File: src/rtl/xgmii_tx_framer.sv
// 32-bit AXI-Stream to XGMII transmit framer: Start/preamble/SFD, data, Terminate, inter-packet gap.
// Optional build macro TX_PAD_EN zero-pads short frames to 60 payload bytes before Terminate.
module xgmii_tx_framer #(
   parameter int IPG_WORDS = 3
) (
   input  logic        i_clk,
   input  logic        i_reset,
   input  logic [31:0] s_axis_tdata,
   input  logic [3:0]  s_axis_tkeep,
   input  logic        s_axis_tvalid,
   input  logic        s_axis_tlast,
   output logic        s_axis_tready,
   input  logic        i_xgmii_tx_ready,
   output logic [31:0] o_xgmii_txd,
   output logic [3:0]  o_xgmii_txc,
   output logic        o_underflow
);

   localparam logic [31:0] IDLE_WORD  = 32'h0707_0707;
   localparam logic [31:0] START_WORD = 32'h5555_55FB;
   localparam logic [31:0] SFD_WORD   = 32'hD555_5555;
   localparam logic [31:0] TERM_WORD  = 32'h0707_07FD;
   localparam logic [31:0] ERR_WORD   = 32'hFEFE_FEFE;
   localparam logic [3:0]  IPG_LAST   = 4'(IPG_WORDS - 1);

   typedef enum logic [3:0] {
      S_IDLE,
      S_PRE0,
      S_PRE1,
      S_DATA,
      S_TERM,
      S_ABORT,
      S_DRAIN,
      S_IPG,
      S_PAD
   } state_t;

   state_t      state, state_nxt;
   logic [31:0] txd_nxt;
   logic [3:0]  txc_nxt;
   logic        underflow_nxt;
   logic [3:0]  ipg_cnt, ipg_nxt;
   logic [2:0]  n_keep;
   logic [31:0] term_txd;
   logic [3:0]  term_txc;
   logic        pad_short;

   function automatic logic [2:0] keep_count(input logic [3:0] keep);
      case (keep)
         4'b0001: keep_count = 3'd1;
         4'b0011: keep_count = 3'd2;
         4'b0111: keep_count = 3'd3;
         default: keep_count = 3'd4;
      endcase
   endfunction

   assign n_keep = keep_count(s_axis_tkeep);

   // Short tlast word: valid lanes keep data, first empty lane carries FD, the rest idle.
   // NOTE: every signal written in always_comb gets a default first so no latch is inferred.
   always_comb begin
      term_txd = s_axis_tdata;
      term_txc = 4'h0;
      for (int l = 0; l < 4; l++) begin
         if (3'(l) == n_keep) begin
            term_txd[l*8 +: 8] = 8'hFD;
            term_txc[l]        = 1'b1;
         end else if (3'(l) > n_keep) begin
            term_txd[l*8 +: 8] = 8'h07;
            term_txc[l]        = 1'b1;
         end
      end
   end

`ifdef TX_PAD_EN
   logic [6:0]  byte_cnt, byte_nxt;
   logic [7:0]  byte_sum, byte_round;
   logic [31:0] keep_mask;

   assign byte_sum   = {1'b0, byte_cnt} + {5'b0, n_keep};
   assign byte_round = (byte_sum + 8'd3) & 8'hFC;
   assign pad_short  = (byte_sum < 8'd60);

   always_comb begin
      keep_mask = '0;
      for (int l = 0; l < 4; l++) keep_mask[l*8 +: 8] = {8{s_axis_tkeep[l]}};
   end
`else
   assign pad_short = 1'b0;
`endif

   assign s_axis_tready = i_xgmii_tx_ready &&
                          (state == S_PRE1 || state == S_DATA || state == S_DRAIN);

   // A pause cycle leaves every next-value at its current value; underflow is a strict pulse.
   always_comb begin
      state_nxt     = state;
      txd_nxt       = o_xgmii_txd;
      txc_nxt       = o_xgmii_txc;
      underflow_nxt = 1'b0;
      ipg_nxt       = ipg_cnt;
`ifdef TX_PAD_EN
      byte_nxt      = byte_cnt;
`endif
      if (i_xgmii_tx_ready) begin
         case (state)
            S_IDLE: begin
               txd_nxt = IDLE_WORD;
               txc_nxt = 4'hF;
`ifdef TX_PAD_EN
               byte_nxt = '0;
`endif
               if (s_axis_tvalid) begin
                  state_nxt = S_PRE0;
                  txd_nxt   = START_WORD;
                  txc_nxt   = 4'h1;
               end
            end
            S_PRE0: begin
               state_nxt = S_PRE1;
               txd_nxt   = SFD_WORD;
               txc_nxt   = 4'h0;
            end
            S_PRE1, S_DATA: begin
               if (!s_axis_tvalid) begin
                  state_nxt     = S_ABORT;
                  txd_nxt       = ERR_WORD;
                  txc_nxt       = 4'hF;
                  underflow_nxt = 1'b1;
               end else begin
                  state_nxt = S_DATA;
                  txd_nxt   = s_axis_tdata;
                  txc_nxt   = 4'h0;
`ifdef TX_PAD_EN
                  byte_nxt  = (byte_sum > 8'd127) ? 7'd127 : byte_sum[6:0];
`endif
                  if (s_axis_tlast) begin
                     if (pad_short) begin
`ifdef TX_PAD_EN
                        txd_nxt   = s_axis_tdata & keep_mask;
                        byte_nxt  = byte_round[6:0];
                        state_nxt = (byte_round >= 8'd60) ? S_TERM : S_PAD;
`endif
                     end else if (n_keep == 3'd4) begin
                        state_nxt = S_TERM;
                     end else begin
                        txd_nxt   = term_txd;
                        txc_nxt   = term_txc;
                        state_nxt = S_IPG;
                        ipg_nxt   = '0;
                     end
                  end
               end
            end
`ifdef TX_PAD_EN
            S_PAD: begin
               txd_nxt  = '0;
               txc_nxt  = 4'h0;
               byte_nxt = byte_cnt + 7'd4;
               if (byte_cnt + 7'd4 >= 7'd60) state_nxt = S_TERM;
            end
`endif
            S_TERM: begin
               state_nxt = S_IPG;
               txd_nxt   = TERM_WORD;
               txc_nxt   = 4'hF;
               ipg_nxt   = '0;
            end
            S_ABORT: begin
               state_nxt = S_DRAIN;
               txd_nxt   = IDLE_WORD;
               txc_nxt   = 4'hF;
            end
            S_DRAIN: begin
               txd_nxt = IDLE_WORD;
               txc_nxt = 4'hF;
               if (s_axis_tvalid && s_axis_tlast) begin
                  state_nxt = S_IPG;
                  ipg_nxt   = '0;
               end
            end
            S_IPG: begin
               txd_nxt = IDLE_WORD;
               txc_nxt = 4'hF;
               if (ipg_cnt == IPG_LAST) begin
                  state_nxt = S_IDLE;
                  ipg_nxt   = '0;
               end else begin
                  ipg_nxt = ipg_cnt + 4'd1;
               end
            end
            default: begin
               state_nxt = S_IDLE;
               txd_nxt   = IDLE_WORD;
               txc_nxt   = 4'hF;
            end
         endcase
      end
   end

   // NOTE: sequential state uses non-blocking assignments so all flops sample pre-edge values.
   always_ff @(posedge i_clk) begin
      if (i_reset) begin
         state       <= S_IDLE;
         o_xgmii_txd <= IDLE_WORD;
         o_xgmii_txc <= 4'hF;
         o_underflow <= 1'b0;
         ipg_cnt     <= '0;
`ifdef TX_PAD_EN
         byte_cnt    <= '0;
`endif
      end else begin
         state       <= state_nxt;
         o_xgmii_txd <= txd_nxt;
         o_xgmii_txc <= txc_nxt;
         o_underflow <= underflow_nxt;
         ipg_cnt     <= ipg_nxt;
`ifdef TX_PAD_EN
         byte_cnt    <= byte_nxt;
`endif
      end
   end

endmodule

File: config.mk
export PLATFORM = sky130hd
export DESIGN_NAME = xgmii_tx_framer
export DESIGN_NICKNAME = d
export VERILOG_FILES = /design/src/rtl/xgmii_tx_framer.sv
export SDC_FILE = /design/constraint.sdc
export NUM_CORES = 1
export LEC_CHECK = 0
export CAP_MARGIN = 20
export CELL_PAD_IN_SITES_DETAIL_PLACEMENT = 0
export CELL_PAD_IN_SITES_GLOBAL_PLACEMENT = 2
export CORE_MARGIN = 4
export CORE_UTILIZATION = 26
export CTS_CLUSTER_DIAMETER = 60
export DETAILED_ROUTE_END_ITERATION = 7
export PLACE_DENSITY_LB_ADDON = 0.1
export RECOVER_POWER = 100
export SYNTH_ARGS = -nofsm -noshare
export SYNTH_HDL_FRONTEND = slang
export SYNTH_SLANG_ARGS = --single-unit
export TNS_END_PERCENT = 30
File: constraint.sdc
create_clock -name i_clk -period 3.5 [get_ports i_clk]
set_input_delay 0.35 -clock i_clk [delete_from_list [all_inputs] [get_ports i_clk]]
set_output_delay 0.35 -clock i_clk [all_outputs]
set_load 0.05 [all_outputs]
==> results.py, run 1 <==
metrics = {
    "sta": {
        "tightest_slew_ps": 850,
        "slew_viol_final": 0,
        "hold_viol_final": 0,
        "setup_viol": 0,
        "fmax_mhz": 406,
        "fin_ws_ps": 1040,
        "final.setup.tns_ps": 0,
        "finalCritPeriodShare_pct": 70.4,
        "holdWs_ps": 437,
        "min_period_ps": 2460,
        "rsz0062_at_grt": "false",
        "fin_skew_ps": 9.34,
        "relSlewSlack_pct": 42.7,
    },
    "yosys": {
        "yosysUniqueCellTypes": 55,
        "yosys_warnings": 0,
        "async_reset_ff_share_pct": 0,
        "avgSynthCellArea_um2": 8.25,
        "synth_area_leaders": "dfxtp_1 42%, nand2_1 5.9%, o21ai_0 5.5%",
        "synth_edf_count": 0,
        "syn-num-nets": 296,
        "yosys.area.top_type": "dfxtp_1",
        "syn-cell-area_mm2": 0.00209,
        "netlist.area_leader.share_pct": 42.2,
        "ys_seq_area_share_pct": 42.2,
        "synthCells": 253,
        "synth_ff_type": "dfxtp_1",
        "ys_ff_latch": 44,
    },
    "worst_setup_path": {
        "reg2reg_to": "ipg_cnt[2]",
        "rr_startpoint": "state[2]",
        "cp_max_fo": 24,
        "endpoint_kind": "primary output",
        "worstRegToRegCells": 4,
        "arrival_ps": 2110,
        "critPathLaunchType": "flop",
        "rrSetupSlack_ps": 1270,
        "crit_type": "flop to primary output",
        "crit_required_ps": 3150,
    },
    "clock_network": {
        "ctsResizeCount": 0,
        "cts.root.buffer_cell": "clkbuf_8",
        "cts_setup_buffers": 0,
        "path_clk_slew_ps": 80,
        "cts_tree": "built",
        "cts_hold_buf": 0,
        "clkSinkCount": 44,
        "cts_buffers": 5,
        "worstSkewPairLatency_ps": 300,
        "htreeDepth": 2,
        "cts_buffer_depth": 2,
    },
    "floorplan": {
        "initial_core_util_pct": 26.9,
        "core_area_mm2": 0.00777,
        "fp.dieH_um": 97.6,
        "ios": 79,
        "die_w_um": 97.6,
        "die_area_mm2": 0.00952,
        "row_count": 32,
    },
    "grt": {
        "grt_max_degree": 25,
        "grt_pass1_vias": 2072,
        "track_usage_pct": 14.7,
        "antenna_found_initial": 0,
        "grt_pass1_wl_mm": 11.2,
        "overflow": 0,
    },
    "min_path": {
        "hold_path_end": "o_xgmii_txd[14]",
        "min_from": "o_xgmii_txd[14]",
        "hold_path.class": "flop to flop",
        "holdPathStages": 2,
    },
    "detailed_routing": {
        "drc_errors": 0,
        "totalWireLength_mm": 6.98,
        "antenna_left": 0,
        "vias_per_cell": 4.91,
        "wire_per_inst_um": 16.1,
        "drtIter0Drc": 124,
        "first_pass_iters": 4,
        "vias": 2124,
    },
    "pwr": {
        "p_leak_nw": 1.19,
        "powerDensity_mw_per_mm2": 375,
        "ir_drop_mv": 0.138,
    },
    "place": {
        "pre_cts_ws_ps": 1150,
        "dp_cells": 426,
        "port_buffers": 78,
        "dp_hpwl_mm": 5.14,
        "place_congestion": 0.788,
    },
    "run": {
        "cap_violations": 0,
    },
    "status": {
        "outcome": "complete, no violations",
    },
    "finish": {
        "fin_nets": 374,
        "finalCoreUtilization_pct": 39.1,
        "layout_common_cells": "44 x dfxtp_1, 41 x dlygate4sd3_1, 37 x clkdlybuf4s50_1",
        "diodes": 0,
        "instances_no_fill": 433,
        "drive_gt1_share_pct": 4.53,
        "area_growth_pct": 45.6,
        "final_common_cell": "dfxtp_1",
    },
}
[cell type report]
| class | instances | area [um^2] |
|---|---|---|
| fill | 825 | 4730 |
| multi-input combinational | 184 | 1080 |
| sequential | 44 | 881 |
| timing repair buffer | 85 | 830 |
| tap | 102 | 128 |
| clock buffer | 6 | 72.6 |
| inverter | 11 | 41.3 |
| clock inverter | 1 | 5.00 |
[power by group]
| group | switching, mW | total (mW) | internal [mW] |
|---|---|---|---|
| combinational | 0.175 | 0.283 | 0.108 |
| clock | 0.173 | 0.310 | 0.136 |
| sequential | 0.0184 | 0.546 | 0.527 |
| total | 0.367 | 1.14 | 0.772 |
[per-stage QoR]
step / cell area, um^2 / power (mW)
after floorplan: 2090 / 0.725
after global placement: 2990 / 0.857
after detailed placement: 2990 / 0.855
after CTS: 3060 / 1.17
after global routing: 3040 / 1.20
final: 3040 / 1.14
[Yosys cell counts, types with 2 or more instances]
| library cell | instances |
|---|---|
| a221o_1 | 2 |
| a31oi_1 | 2 |
| nand2_1 | 33 |
| o221ai_1 | 2 |
| nor2_1 | 21 |
| nor4_1 | 3 |
| a21oi_1 | 15 |
| nor2b_1 | 9 |
| nand2b_1 | 5 |
| or3_1 | 2 |
| ha_1 | 2 |
| a21o_1 | 3 |
| dfxtp_1 | 44 |
| inv_1 | 10 |
| o211ai_1 | 2 |
| a311oi_1 | 2 |
| a41oi_1 | 2 |
| clkbuf_1 | 5 |
| nand3_1 | 13 |
| nor2_2 | 2 |
| a32o_1 | 2 |
| o31ai_1 | 3 |
| buf_2 | 8 |
| o21ai_0 | 23 |
| a211o_1 | 6 |
| a22oi_1 | 2 |
| nor3_1 | 2 |
[worst max-delay path, stage by stage (launching register included)]
cell	delay, ps
dfxtp_1	860
a21oi_1	150
dlygate4sd3_1	810
[layer usage]
metal	up-vias	part of all wire, %	global-route usage, %	routed length (um)
li1	1072	-	-	-
met1	981	49	20.6	3410
met2	62	44	22.5	3100
met3	9	5.3	3.80	370
met4	0	1.5	3.94	108
met5	-	0	0	0
[flip-flops by register name, indices dropped and copies added (netlist names)]
register and flops:
o_xgmii_txd 32, ipg_cnt 4, state 3, o_underflow 1, o_xgmii_txc 4
[cell families (layout without fill, tap and decap cells)]
| logic type | after synthesis | in the layout | synth area share (%) |
|---|---|---|---|
| and+or+nand+nor | 100 | 100 | 24.0 |
| AOI/OAI and AO/OA | 81 | 81 | 27.1 |
| DFF | 44 | 44 | 42.2 |
| buffers and inverters | 25 | 103 | 4.98 |
| adders and majority gates | 2 | 2 | 1.20 |
| muxes | 1 | 1 | 0.480 |
[worst max-delay path by stage]
| stage | startpoint | to | slack (ps) |
|---|---|---|---|
| finish | state[2] | s_axis_tready | 1040 |
| global route | s_axis_tvalid | o_xgmii_txd[25] | 850 |
| CTS | state[2] | s_axis_tready | 1040 |
| detailed placement | s_axis_tvalid | o_xgmii_txd[30] | 1150 |
| global placement | s_axis_tvalid | o_xgmii_txd[28] | 1170 |
| floorplan | state[2] | s_axis_tready | 1700 |
Power figures use the tool's default switching activity.
==> run 2, diff against run 1 <==
Settings changed: CORE_UTILIZATION 26 to 24.
Clock period 3.5 ns to 2.5 ns, I/O delays scaled along.
==> run 2 against run 1 <==
  * Die area up 7.6%
  * Core utilization down 2.0 points
  * Critical path depth up 2
  * Flip-flop and latch count unchanged
  * Largest cell class unchanged
  * Hold slack better by 2.3 ps
  * Sequential power up 40%
  * Critical path type is now flop to flop
  * Combinational power up 43%
  * Clock-buffer cell count up 2
  * Final cell count up 2.1%
  * Power up 43%
  * Setup slack worse by 640 ps
  * Wire length up 2.8%
==> results.py, run 2 (synthesis results as in run 1) <==
metrics = {
    "floorplan": {
        "die_area_mm2": 0.0103,
        "core_area_mm2": 0.00834,
        "row_count": 33,
        "initial_core_util_pct": 25.0,
        "fp.dieH_um": 101,
        "ios": 79,
        "die_w_um": 101,
    },
    "min_path": {
        "hold_path_end": "o_xgmii_txd[14]",
        "hold_path.class": "flop to flop",
        "holdPathStages": 2,
        "min_from": "o_xgmii_txd[14]",
    },
    "worst_setup_path": {
        "crit_required_ps": 2630,
        "rrSetupSlack_ps": 390,
        "arrival_ps": 2240,
        "rr_startpoint": "state[2]",
        "crit_type": "flop to flop",
        "critPathLaunchType": "flop",
        "worstRegToRegCells": 4,
        "endpoint_kind": "flop",
        "critical_path.cell_chain": "clkbuf_2 -> nand2b_1 -> o311ai_1 -> a311oi_1",
        "path_buf_inv": 1,
        "cpMaxStageDelayCell": "o311ai_1",
        "critPathTopFamily": "compound AO/OA/AOI/OAI gates",
        "cp_max_fo": 14,
        "reg2reg_to": "ipg_cnt[3]",
        "cpPeakStageDelay_ps": 720,
    },
    "pwr": {
        "p_sw_mw": 0.508,
        "fin_total_pwr_mw": 1.63,
        "p_leak_nw": 1.21,
        "p_comb_share_pct": 24.8,
        "pwr-share-clk_pct": 28.3,
        "powerDensity_mw_per_mm2": 527,
        "pwr-share-seq_pct": 46.9,
        "p_int_mw": 1.12,
        "p_sw_share_pct": 31.2,
        "ir_drop_mv": 0.194,
    },
    "clock_network": {
        "ctsResizeCount": 0,
        "cts_buffers": 5,
        "path_clk_slew_ps": 80,
        "cts_buffer_depth": 2,
        "clkSinkCount": 44,
        "cts_tree": "built",
        "htreeDepth": 2,
        "cts_setup_buffers": 0,
        "cts.root.buffer_cell": "clkbuf_8",
        "worstSkewPairLatency_ps": 290,
        "cts_hold_buf": 0,
    },
    "detailed_routing": {
        "vias": 2105,
        "vias_per_cell": 4.76,
        "antenna_left": 0,
        "totalWireLength_mm": 7.18,
        "drtIter0Drc": 79,
        "drc_errors": 0,
        "wire_per_inst_um": 16.2,
        "first_pass_iters": 4,
    },
    "sta": {
        "final.setup.tns_ps": 0,
        "relSlewSlack_pct": 42.9,
        "finalCritPeriodShare_pct": 84.3,
        "setup_viol": 0,
        "fin_skew_ps": 6.73,
        "fmax_mhz": 475,
        "tightest_slew_ps": 844,
        "fin_ws_ps": 393,
        "hold_viol_final": 0,
        "slew_viol_final": 0,
        "rsz0062_at_grt": "false",
        "min_period_ps": 2110,
    },
    "run": {
        "cap_violations": 0,
    },
    "place": {
        "place_congestion": 0.789,
        "pre_cts_ws_ps": 453,
        "placed_area_mm2": 0.00304,
        "port_buffers": 78,
        "dp_hpwl_mm": 5.49,
    },
    "finish": {
        "stdcell_area_mm2": 0.00309,
        "drive_gt1_share_pct": 6.82,
        "top_regs": "o_xgmii_txd x32, ipg_cnt x4, o_xgmii_txc x4",
        "layout_common_cells": "44 x dfxtp_1, 39 x clkdlybuf4s50_1, 38 x dlygate4sd3_1",
        "largest_reg_flops": 32,
        "fin_nets": 379,
        "area_growth_pct": 48.2,
        "final_common_cell": "dfxtp_1",
        "largest_register": "o_xgmii_txd",
        "diodes": 0,
    },
    "grt": {
        "antenna_found_initial": 0,
        "grt_max_degree": 21,
        "grtUsageMet1_pct": 20.1,
        "grt_pass1_vias": 2190,
        "busiest_layer": "met2",
        "track_usage_pct": 14.4,
        "grt_pass1_wl_mm": 11.6,
        "overflow": 0,
        "use_met2_pct": 22.6,
        "use_met3_pct": 3.37,
    },
    "status": {
        "outcome": "complete, no violations",
    },
}
run 2: changes by cell type in the layout (fill, tap and decap cells not counted), moves of 2 or more:
cell	previous run	this run
clkbuf_1	2	5
buf_4	6	8
dlygate4sd3_1	41	38
clkdlybuf4s50_1	37	39
run 2: power groups by stage:
stage | clock network, mW | logic [mW] | registers (mW)
floorplan | 0 | 0.121 | 0.894
global placement | 0 | 0.426 | 0.783
detailed placement | 0 | 0.422 | 0.784
CTS | 0.484 | 0.424 | 0.767
global route | 0.513 | 0.435 | 0.772
finish | 0.461 | 0.404 | 0.765
run 2: layout make-up:
type                    instances  area [um^2]
clock buffers                   8         90.1
fillers                       907         5250
inverters                      11         41.3
multi-input cells             184         1080
flip-flops and latches         44          881
well taps                     105          131
repair buffers                 90          867
run 2: metal layers:
layer	routed length, um	part of all wire [%]
met5	0	0
met1	3450	48
met4	36	0.50
met2	3310	46
met3	384	5.3
run 2: how the worst max path moves through the flow:
stage	from	depth (start not counted)	end	slack [ps]
after global routing	s_axis_tvalid	6	o_xgmii_txd[17]	250
final	state[2]	4	ipg_cnt[3]	390
after floorplan	state[2]	3	s_axis_tready	800
after detailed placement	s_axis_tlast	6	o_xgmii_txc[1]	450
after global placement	s_axis_tlast	6	o_xgmii_txc[1]	460
after CTS	state[1]	4	s_axis_tready	610
run 2: worst reg2reg max path: cells and delay by family (launching register included):
kind	cells	cell delay [ps]
AOI/OAI and AO/OA	2	920
buffers and inverters	1	340
DFF	1	530
and+or+nand+nor	1	150
run 2: per-stage QoR:
stage	instances	utilization (%)	hold WS, ps
final	442	37.1	439
after floorplan	253	-	368
after CTS	442	37.5	446
after global placement	434	36.4	428
after global routing	442	37.1	459
after detailed placement	434	36.4	432
